### src/rtl/psum_collector_pkg.sv
// Shared definitions for the systolic-array output path: default geometry
// and the collector's run-state encoding.
package psum_collector_pkg;

  localparam int COLUMNS_DEFAULT     = 4;
  localparam int ACC_WIDTH_DEFAULT   = 32;
  localparam int COUNT_WIDTH_DEFAULT = 16;

  typedef enum logic [1:0] {
    IDLE  = 2'd0,
    ISSUE = 2'd1,
    FLUSH = 2'd2
  } state_e;

endpackage

### src/rtl/psum_fifo.sv
// Synchronous FIFO with a registered head word. Push while full succeeds only
// together with a pop; the drop policy itself is decided by the parent.
module psum_fifo #(
  parameter int WIDTH = 128,
  parameter int DEPTH = 4
) (
  input  logic             CLK,
  input  logic             ASYNC_RST,
  input  logic             SYNC_RST,
  input  logic             push,
  input  logic [WIDTH-1:0] wdata,
  input  logic             pop,
  output logic [WIDTH-1:0] head,
  output logic             full,
  output logic             empty
);

  localparam int AW = $clog2(DEPTH);
  localparam int CW = AW + 1;

  logic [WIDTH-1:0] mem_r [DEPTH];
  logic [WIDTH-1:0] head_r;
  logic [AW-1:0]    wr_ptr_r;
  logic [AW-1:0]    rd_ptr_r;
  logic [AW-1:0]    rd_next_s;
  logic [CW-1:0]    count_r;
  logic [CW-1:0]    count_nxt_s;
  logic             full_r;
  logic             empty_r;
  logic             do_push_s;
  logic             do_pop_s;

  // Handshake qualification and next occupancy
  always_comb begin
    do_pop_s    = pop && !empty_r;
    do_push_s   = push && (!full_r || do_pop_s);
    rd_next_s   = rd_ptr_r + AW'(1'b1);
    count_nxt_s = count_r;
    case ({do_push_s, do_pop_s})
      2'b10:   count_nxt_s = count_r + CW'(1'b1);
      2'b01:   count_nxt_s = count_r - CW'(1'b1);
      default: count_nxt_s = count_r;
    endcase
  end

  // Storage array, written at the tail
  always_ff @(posedge CLK) begin
    if (do_push_s) begin
      mem_r[wr_ptr_r] <= wdata;
    end
  end

  // Pointers, flags and the registered head word
  always_ff @(posedge CLK or negedge ASYNC_RST) begin
    if (!ASYNC_RST) begin
      wr_ptr_r <= '0;
      rd_ptr_r <= '0;
      count_r  <= '0;
      full_r   <= 1'b0;
      empty_r  <= 1'b1;
      head_r   <= '0;
    end else if (SYNC_RST) begin
      wr_ptr_r <= '0;
      rd_ptr_r <= '0;
      count_r  <= '0;
      full_r   <= 1'b0;
      empty_r  <= 1'b1;
      head_r   <= '0;
    end else begin
      if (do_push_s) begin
        wr_ptr_r <= wr_ptr_r + AW'(1'b1);
      end
      if (do_pop_s) begin
        rd_ptr_r <= rd_next_s;
      end
      count_r <= count_nxt_s;
      full_r  <= (count_nxt_s == CW'(DEPTH));
      empty_r <= (count_nxt_s == CW'(1'b0));
      // Head follows the next-oldest entry, or the incoming word when that is the only one
      if (do_pop_s) begin
        if (count_r > CW'(1'b1)) begin
          head_r <= mem_r[rd_next_s];
        end else if (do_push_s) begin
          head_r <= wdata;
        end else begin
          head_r <= '0;
        end
      end else if (do_push_s && empty_r) begin
        head_r <= wdata;
      end
    end
  end

  assign head  = head_r;
  assign full  = full_r;
  assign empty = empty_r;

endmodule

### src/rtl/psum_collector.sv
// Drains the skewed bottom-row partial sums of the systolic array, realigns
// them into row vectors and streams them out through a small FIFO.
module psum_collector
  import psum_collector_pkg::*;
#(
  parameter int COLUMNS                = COLUMNS_DEFAULT,
  parameter int ACCUMULATOR_DATA_WIDTH = ACC_WIDTH_DEFAULT,
  parameter int LATENCY                = 4,
  parameter int COUNT_WIDTH            = COUNT_WIDTH_DEFAULT,
  parameter int FIFO_DEPTH             = 4
) (
  input  logic                                      CLK,
  input  logic                                      ASYNC_RST,
  input  logic                                      SYNC_RST,
  input  logic                                      START,
  input  logic [COUNT_WIDTH-1:0]                    VECTOR_COUNT,
  input  logic [COLUMNS*ACCUMULATOR_DATA_WIDTH-1:0] PsumIn,
  output logic [COLUMNS*ACCUMULATOR_DATA_WIDTH-1:0] OutData,
  output logic                                      OutValid,
  input  logic                                      OutReady,
  output logic                                      Busy,
  output logic                                      Done,
  output logic                                      Overflow
);

  localparam int W          = ACCUMULATOR_DATA_WIDTH;
  localparam int PW         = COLUMNS * W;
  localparam int TOKEN_LEN  = LATENCY + COLUMNS - 1;
  // The ISSUE cycle itself is the first stage of the token line
  localparam int TOKEN_REGS = TOKEN_LEN - 1;
  localparam logic [TOKEN_REGS-1:0] TAIL_MASK = ~(TOKEN_REGS'(1'b1) << (TOKEN_REGS - 1));

  state_e                 state_r;
  logic [COUNT_WIDTH-1:0] remain_r;
  logic [TOKEN_REGS-1:0]  token_r;
  logic                   busy_r;
  logic                   done_r;
  logic                   overflow_r;
  logic                   issue_s;
  logic                   start_ok_s;
  logic                   push_s;
  logic                   pop_s;
  logic                   fifo_full_s;
  logic                   fifo_empty_s;
  logic [PW-1:0]          aligned_s;

  assign issue_s    = (state_r == ISSUE);
  assign start_ok_s = START && !busy_r && (state_r == IDLE);
  assign push_s     = token_r[TOKEN_REGS-1];
  assign pop_s      = !fifo_empty_s && OutReady;

  // Deskew: column c is delayed COLUMNS-1-c cycles so all lanes land together
  for (genvar c = 0; c < COLUMNS; c++) begin : g_lane
    if (c == COLUMNS - 1) begin : g_direct
      assign aligned_s[c*W +: W] = PsumIn[c*W +: W];
    end else begin : g_delay
      localparam int D = COLUMNS - 1 - c;
      logic [W-1:0] dly_r [D];

      // Per-column delay line
      always_ff @(posedge CLK or negedge ASYNC_RST) begin
        if (!ASYNC_RST) begin
          for (int i = 0; i < D; i++) dly_r[i] <= '0;
        end else if (SYNC_RST) begin
          for (int i = 0; i < D; i++) dly_r[i] <= '0;
        end else begin
          dly_r[0] <= PsumIn[c*W +: W];
          for (int i = 1; i < D; i++) dly_r[i] <= dly_r[i-1];
        end
      end

      assign aligned_s[c*W +: W] = dly_r[D-1];
    end
  end

  // Token line marks which cycles carry a complete aligned vector
  always_ff @(posedge CLK or negedge ASYNC_RST) begin
    if (!ASYNC_RST) begin
      token_r <= '0;
    end else if (SYNC_RST) begin
      token_r <= '0;
    end else begin
      token_r <= (token_r << 1) | TOKEN_REGS'(issue_s);
    end
  end

  // Run control, status flags and overflow tracking
  always_ff @(posedge CLK or negedge ASYNC_RST) begin
    if (!ASYNC_RST) begin
      state_r    <= IDLE;
      remain_r   <= '0;
      busy_r     <= 1'b0;
      done_r     <= 1'b0;
      overflow_r <= 1'b0;
    end else if (SYNC_RST) begin
      state_r    <= IDLE;
      remain_r   <= '0;
      busy_r     <= 1'b0;
      done_r     <= 1'b0;
      overflow_r <= 1'b0;
    end else begin
      done_r <= 1'b0;
      if (push_s && fifo_full_s && !pop_s) begin
        overflow_r <= 1'b1;
      end
      case (state_r)
        IDLE: begin
          busy_r <= 1'b0;
          if (start_ok_s) begin
            busy_r     <= 1'b1;
            overflow_r <= 1'b0;
            remain_r   <= VECTOR_COUNT;
            if (VECTOR_COUNT == COUNT_WIDTH'(1'b0)) begin
              done_r  <= 1'b1;
              state_r <= FLUSH;
            end else begin
              state_r <= ISSUE;
            end
          end
        end
        ISSUE: begin
          remain_r <= remain_r - COUNT_WIDTH'(1'b1);
          if (remain_r == COUNT_WIDTH'(1'b1)) begin
            state_r <= FLUSH;
          end
        end
        FLUSH: begin
          // An empty run already pulsed Done on entry; otherwise finish as the last token is written
          if (done_r) begin
            busy_r  <= 1'b0;
            state_r <= IDLE;
          end else if ((token_r & TAIL_MASK) == TOKEN_REGS'(1'b0)) begin
            done_r  <= 1'b1;
            state_r <= IDLE;
          end
        end
        default: begin
          state_r <= IDLE;
          busy_r  <= 1'b0;
        end
      endcase
    end
  end

  psum_fifo #(
    .WIDTH (PW),
    .DEPTH (FIFO_DEPTH)
  ) u_fifo (
    .CLK       (CLK),
    .ASYNC_RST (ASYNC_RST),
    .SYNC_RST  (SYNC_RST),
    .push      (push_s),
    .wdata     (aligned_s),
    .pop       (pop_s),
    .head      (OutData),
    .full      (fifo_full_s),
    .empty     (fifo_empty_s)
  );

  assign OutValid = !fifo_empty_s;
  assign Busy     = busy_r;
  assign Done     = done_r;
  assign Overflow = overflow_r;

endmodule

### config.mk
export PLATFORM = sky130hd
export DESIGN_NAME = psum_collector
export DESIGN_NICKNAME = d
export VERILOG_FILES = /design/src/rtl/psum_collector_pkg.sv /design/src/rtl/psum_fifo.sv /design/src/rtl/psum_collector.sv
export SDC_FILE = /design/constraint.sdc
export NUM_CORES = 1
export LEC_CHECK = 0
export BUFFER_PORTS_ARGS = -buffer_cell sky130_fd_sc_hd__buf_2
export CAP_MARGIN = 10
export CORE_MARGIN = 2
export CORE_UTILIZATION = 50
export DETAILED_ROUTE_END_ITERATION = 8
export HOLD_SLACK_MARGIN = 0.02
export PLACE_DENSITY = 0.7
export SLEW_MARGIN = 20
export SYNTH_ARGS = -nofsm -noshare
export SYNTH_HDL_FRONTEND = slang
export SYNTH_SLANG_ARGS = --single-unit
### constraint.sdc
create_clock -name CLK -period 5.5 [get_ports CLK]
set_input_delay 0.275 -clock CLK [delete_from_list [all_inputs] [get_ports CLK]]
set_output_delay 0.275 -clock CLK [all_outputs]
set_load 0.05 [all_outputs]
==> results.toml <==
[place]
place.port_buffers = 280
dpl-instance-area_sq_um = 36200
finalWeightedCongestion = 0.864
dp_hpwl_um = 39900

[global_route]
first_global_vias = 19808
global_route_wire_length_before_repair_um = 118000
grt-ovfl-total = 0
grt_util_all_layers_pct = 21.8
largest_net_degree_at_the_start_of_global_routing = 121
initial_antenna_violation_count = 4

[cells_and_area]
finish.utilization_pct = 60.2
commonest_cells_after_routing_fill_and_taps_aside = "edfxtp_1, dfrtp_1, buf_2"
final_common_cell = "edfxtp_1"
design_area_sq_um = 40600
final_layout_size_suffix_gt1_share_pct = 35.1
num-nets-final = 2476
area.growth.synth_to_final_pct = 18.9

[die]
io_pins = 281
std_cell_rows = 95
die-height_um = 265
die-area_sq_um = 70400
core_sq_um = 67400
start_util_pct = 50.7
dieWidth_um = 265

[synthesis]
post_synthesis_average_cell_area_sq_um = 17.9
synth-edff-count = 512
post_synth_cell_types = 67
synth_nets = 2069
most_common_flop_cell_mapped_by_yosys = "edfxtp_1"
syn_inst = 1909
flip_flop_and_latch_count_after_synthesis = 868
synth_area_sq_um = 34100
synthesis.yosys.warnings = 0
synthArstFlopShare_pct = 41.0
synth_seq_area_share_pct = 71.1

[timing]
finalSetupViolCount = 0
final_min_period_ns = 2.75
period_share_pct = 50.0
achievable-frequency_ghz = 0.364
max_slew_headroom_at_the_worst_pin_pct = 32.3
grt_setup_unrepaired = "no"
fin_tns_setup_ns = 0
maxSlewViolCount = 0
fin_skew_ns = 0.0174
hold_viol = 0
max_slew.worst_pin.slew_ns = 1.02

[drt]
drt-wirelength-per-cell_um = 23.0
routed-via-count = 18562
drt-total-wl_um = 75100
routed_via_density = 5.68
drt.antenna.violating_nets = 0
drc = 0
initialDrtViolationCount = 1441
drt_pre_antenna_iters = 5

[power_and_ir_drop]
cellLeakagePower_nw = 15.5
power-per-cell-area_nw_per_um2 = 365
max-vdd-ir-drop_mv = 0.244
totalPowerFinal_mw = 14.8

[clocking]
cts_tree = "yes"
cts-resized-gates = 0
clockRootBuffer = "clkbuf_16"
clock_path_buffers = 3
postCtsSetupRepairBufs = 0
cts.reportedPaths.clkPinSlew_ns = 0.06
clock_latency_ns = 0.64
numCtsBuffers = 90
cts_sinks = 868
clock_tree.htree_level_count = 3

[setup_path]
path_cells = "nand2b_4 > inv_4 > a311oi_4 > buf_4 > buf_4 > a221oi_2 > nor3_2"
worst_setup_path_end_kind = "register"
worst_path_max_delay_cell = "buf_4"
critPathLaunchType = "register"
critPathRequiredTime_ns = 6.03
critPathTopFamily = "buffers and inverters"
critical_path_arrival_ns = 3.28
slowest_delay_ns = 0.67
worstSetupPathType = "register to register"
path_buf_inv = 3
worstPathMaxFanout = 34
timing.critical_path.mode_cell = "buf_4"

[run]
cap_violations = 0

[run_status]
outcome = "completed"

[hold_path]
min_path_type = "input pin to register"
==> report_power, final <==
part           internal, mW  switching (mW)
clock network          3.61            2.50
registers              7.09           0.180
logic                 0.505           0.934
total                  11.2            3.61
==> synthesized netlist by cell type, drive strengths merged (2+ instances only) <==
master / number / area share [%]
edfxtp: 512 / 45
inv: 16 / 0.18
clkbuf: 55 / 0.60
a22o: 5 / 0.13
ha: 11 / 0.40
buf: 74 / 1.8
mux2i: 2 / 0.059
nor3: 138 / 3.8
a22oi: 2 / 0.044
nand3: 5 / 0.073
a21o: 7 / 0.15
nor4: 11 / 0.22
a31oi: 3 / 0.055
o21a: 4 / 0.088
or4: 3 / 0.066
nor2b: 200 / 3.7
dfrtp: 355 / 26
nor2: 157 / 1.7
o21ai: 10 / 0.16
nor4b: 2 / 0.070
mux4: 128 / 8.4
a211oi: 7 / 0.15
nand2: 7 / 0.077
xnor2: 2 / 0.051
a221oi: 128 / 5.5
nand2b: 4 / 0.095
a21oi: 10 / 0.15
o211ai: 4 / 0.088
a311oi: 2 / 0.10
o32ai: 10 / 0.26
nor3b: 3 / 0.081
and2: 5 / 0.092
o2bb2ai: 2 / 0.051
or2: 4 / 0.073
nand4: 3 / 0.055
==> stage by stage <==
stage | std cells | setup slack, ns | hold WS [ns]
floorplan | 1909 | 1.04 | -0.0206
global placement | 2964 | 2.69 | 0.261
detailed placement | 2964 | 2.62 | 0.265
CTS | 3266 | 2.71 | 0.0399
global route | 3268 | 2.58 | 0.0733
finish | 3268 | 2.75 | 0.0707
==> layer usage <==
metal  global-route usage [%]  part of all wire, %  vias to the layer above
li1                         -                    -                     8177
met1                     29.6                   42                     9735
met2                     36.2                   50                      539
met3                     3.96                  5.7                      107
met4                     6.87                  2.3                        4
met5                        0                0.036                        -
==> area by class of cell <==
type / instances / area, sq um
antenna: 2 / 5.00
clock buffer: 126 / 2560
clock inverter: 43 / 454
fill: 4816 / 26800
inverter: 16 / 62.6
multi-input combinational: 896 / 9020
sequential: 868 / 24300
tap: 873 / 1090
timing repair buffer: 444 / 3100
==> timing repair <==
item | in CTS | in global routing
hold buffers | 133 | 0
setup endpoints to repair | 0 | 0
endpoints found under the hold margin | 313 | 0
==> flip-flops by register name (all words and copies together), names as in the netlist <==
name and flops:
u_fifo.full 1, remain_r 16, u_fifo.mem_r 512, state_r 2, u_fifo.head 128, u_fifo.count_r 3
Overflow 1, Done 1, token_r 6, Busy 1, aligned_s 64, u_fifo.empty 1
u_fifo.rd_ptr_r 2, g_lane.g_delay.dly_r 128, u_fifo.wr_ptr_r 2
==> final timing paths <==
kind	slack [ns]	cells past startpoint	from	to
setup / recovery	2.75	7	u_fifo.empty	u_fifo.head[75]
hold / removal	0.07	3	VECTOR_COUNT[1]	remain_r[1]
setup reg to reg	2.75	7	u_fifo.empty	u_fifo.head[75]
hold reg to reg	0.45	1	g_lane[0].g_delay.dly_r[61]	aligned_s[29]
max in group asynchronous	4.00	3	ASYNC_RST	u_fifo.head[43]
min in group asynchronous	0.17	2	ASYNC_RST	g_lane[0].g_delay.dly_r[36]
==> cell families (layout without fill, tap and decap cells) <==
logic type                 Yosys count  count (layout)  synth area share, %
DFF                                868             868                 71.1
xor gates and xnor gates             3               3               0.0770
and+or+nand+nor                    548             548                 10.2
muxes                              131             131                 8.53
AOI/OAI and AO/OA                  203             203                 7.12
other                                0               2                    0
buffers and inverters              145             629                 2.55
adders and majority gates           11              11                0.403
==> worst reg2reg max path, cell delays in order (launching register included) <==
cell and delay, ns:
dfstp_2 0.57, nand2b_4 0.17, inv_4 0.07, a311oi_4 0.27
buf_4 0.53, buf_4 0.70, a221oi_2 0.13, nor3_2 0.23
(Power assumes the default switching activity.)
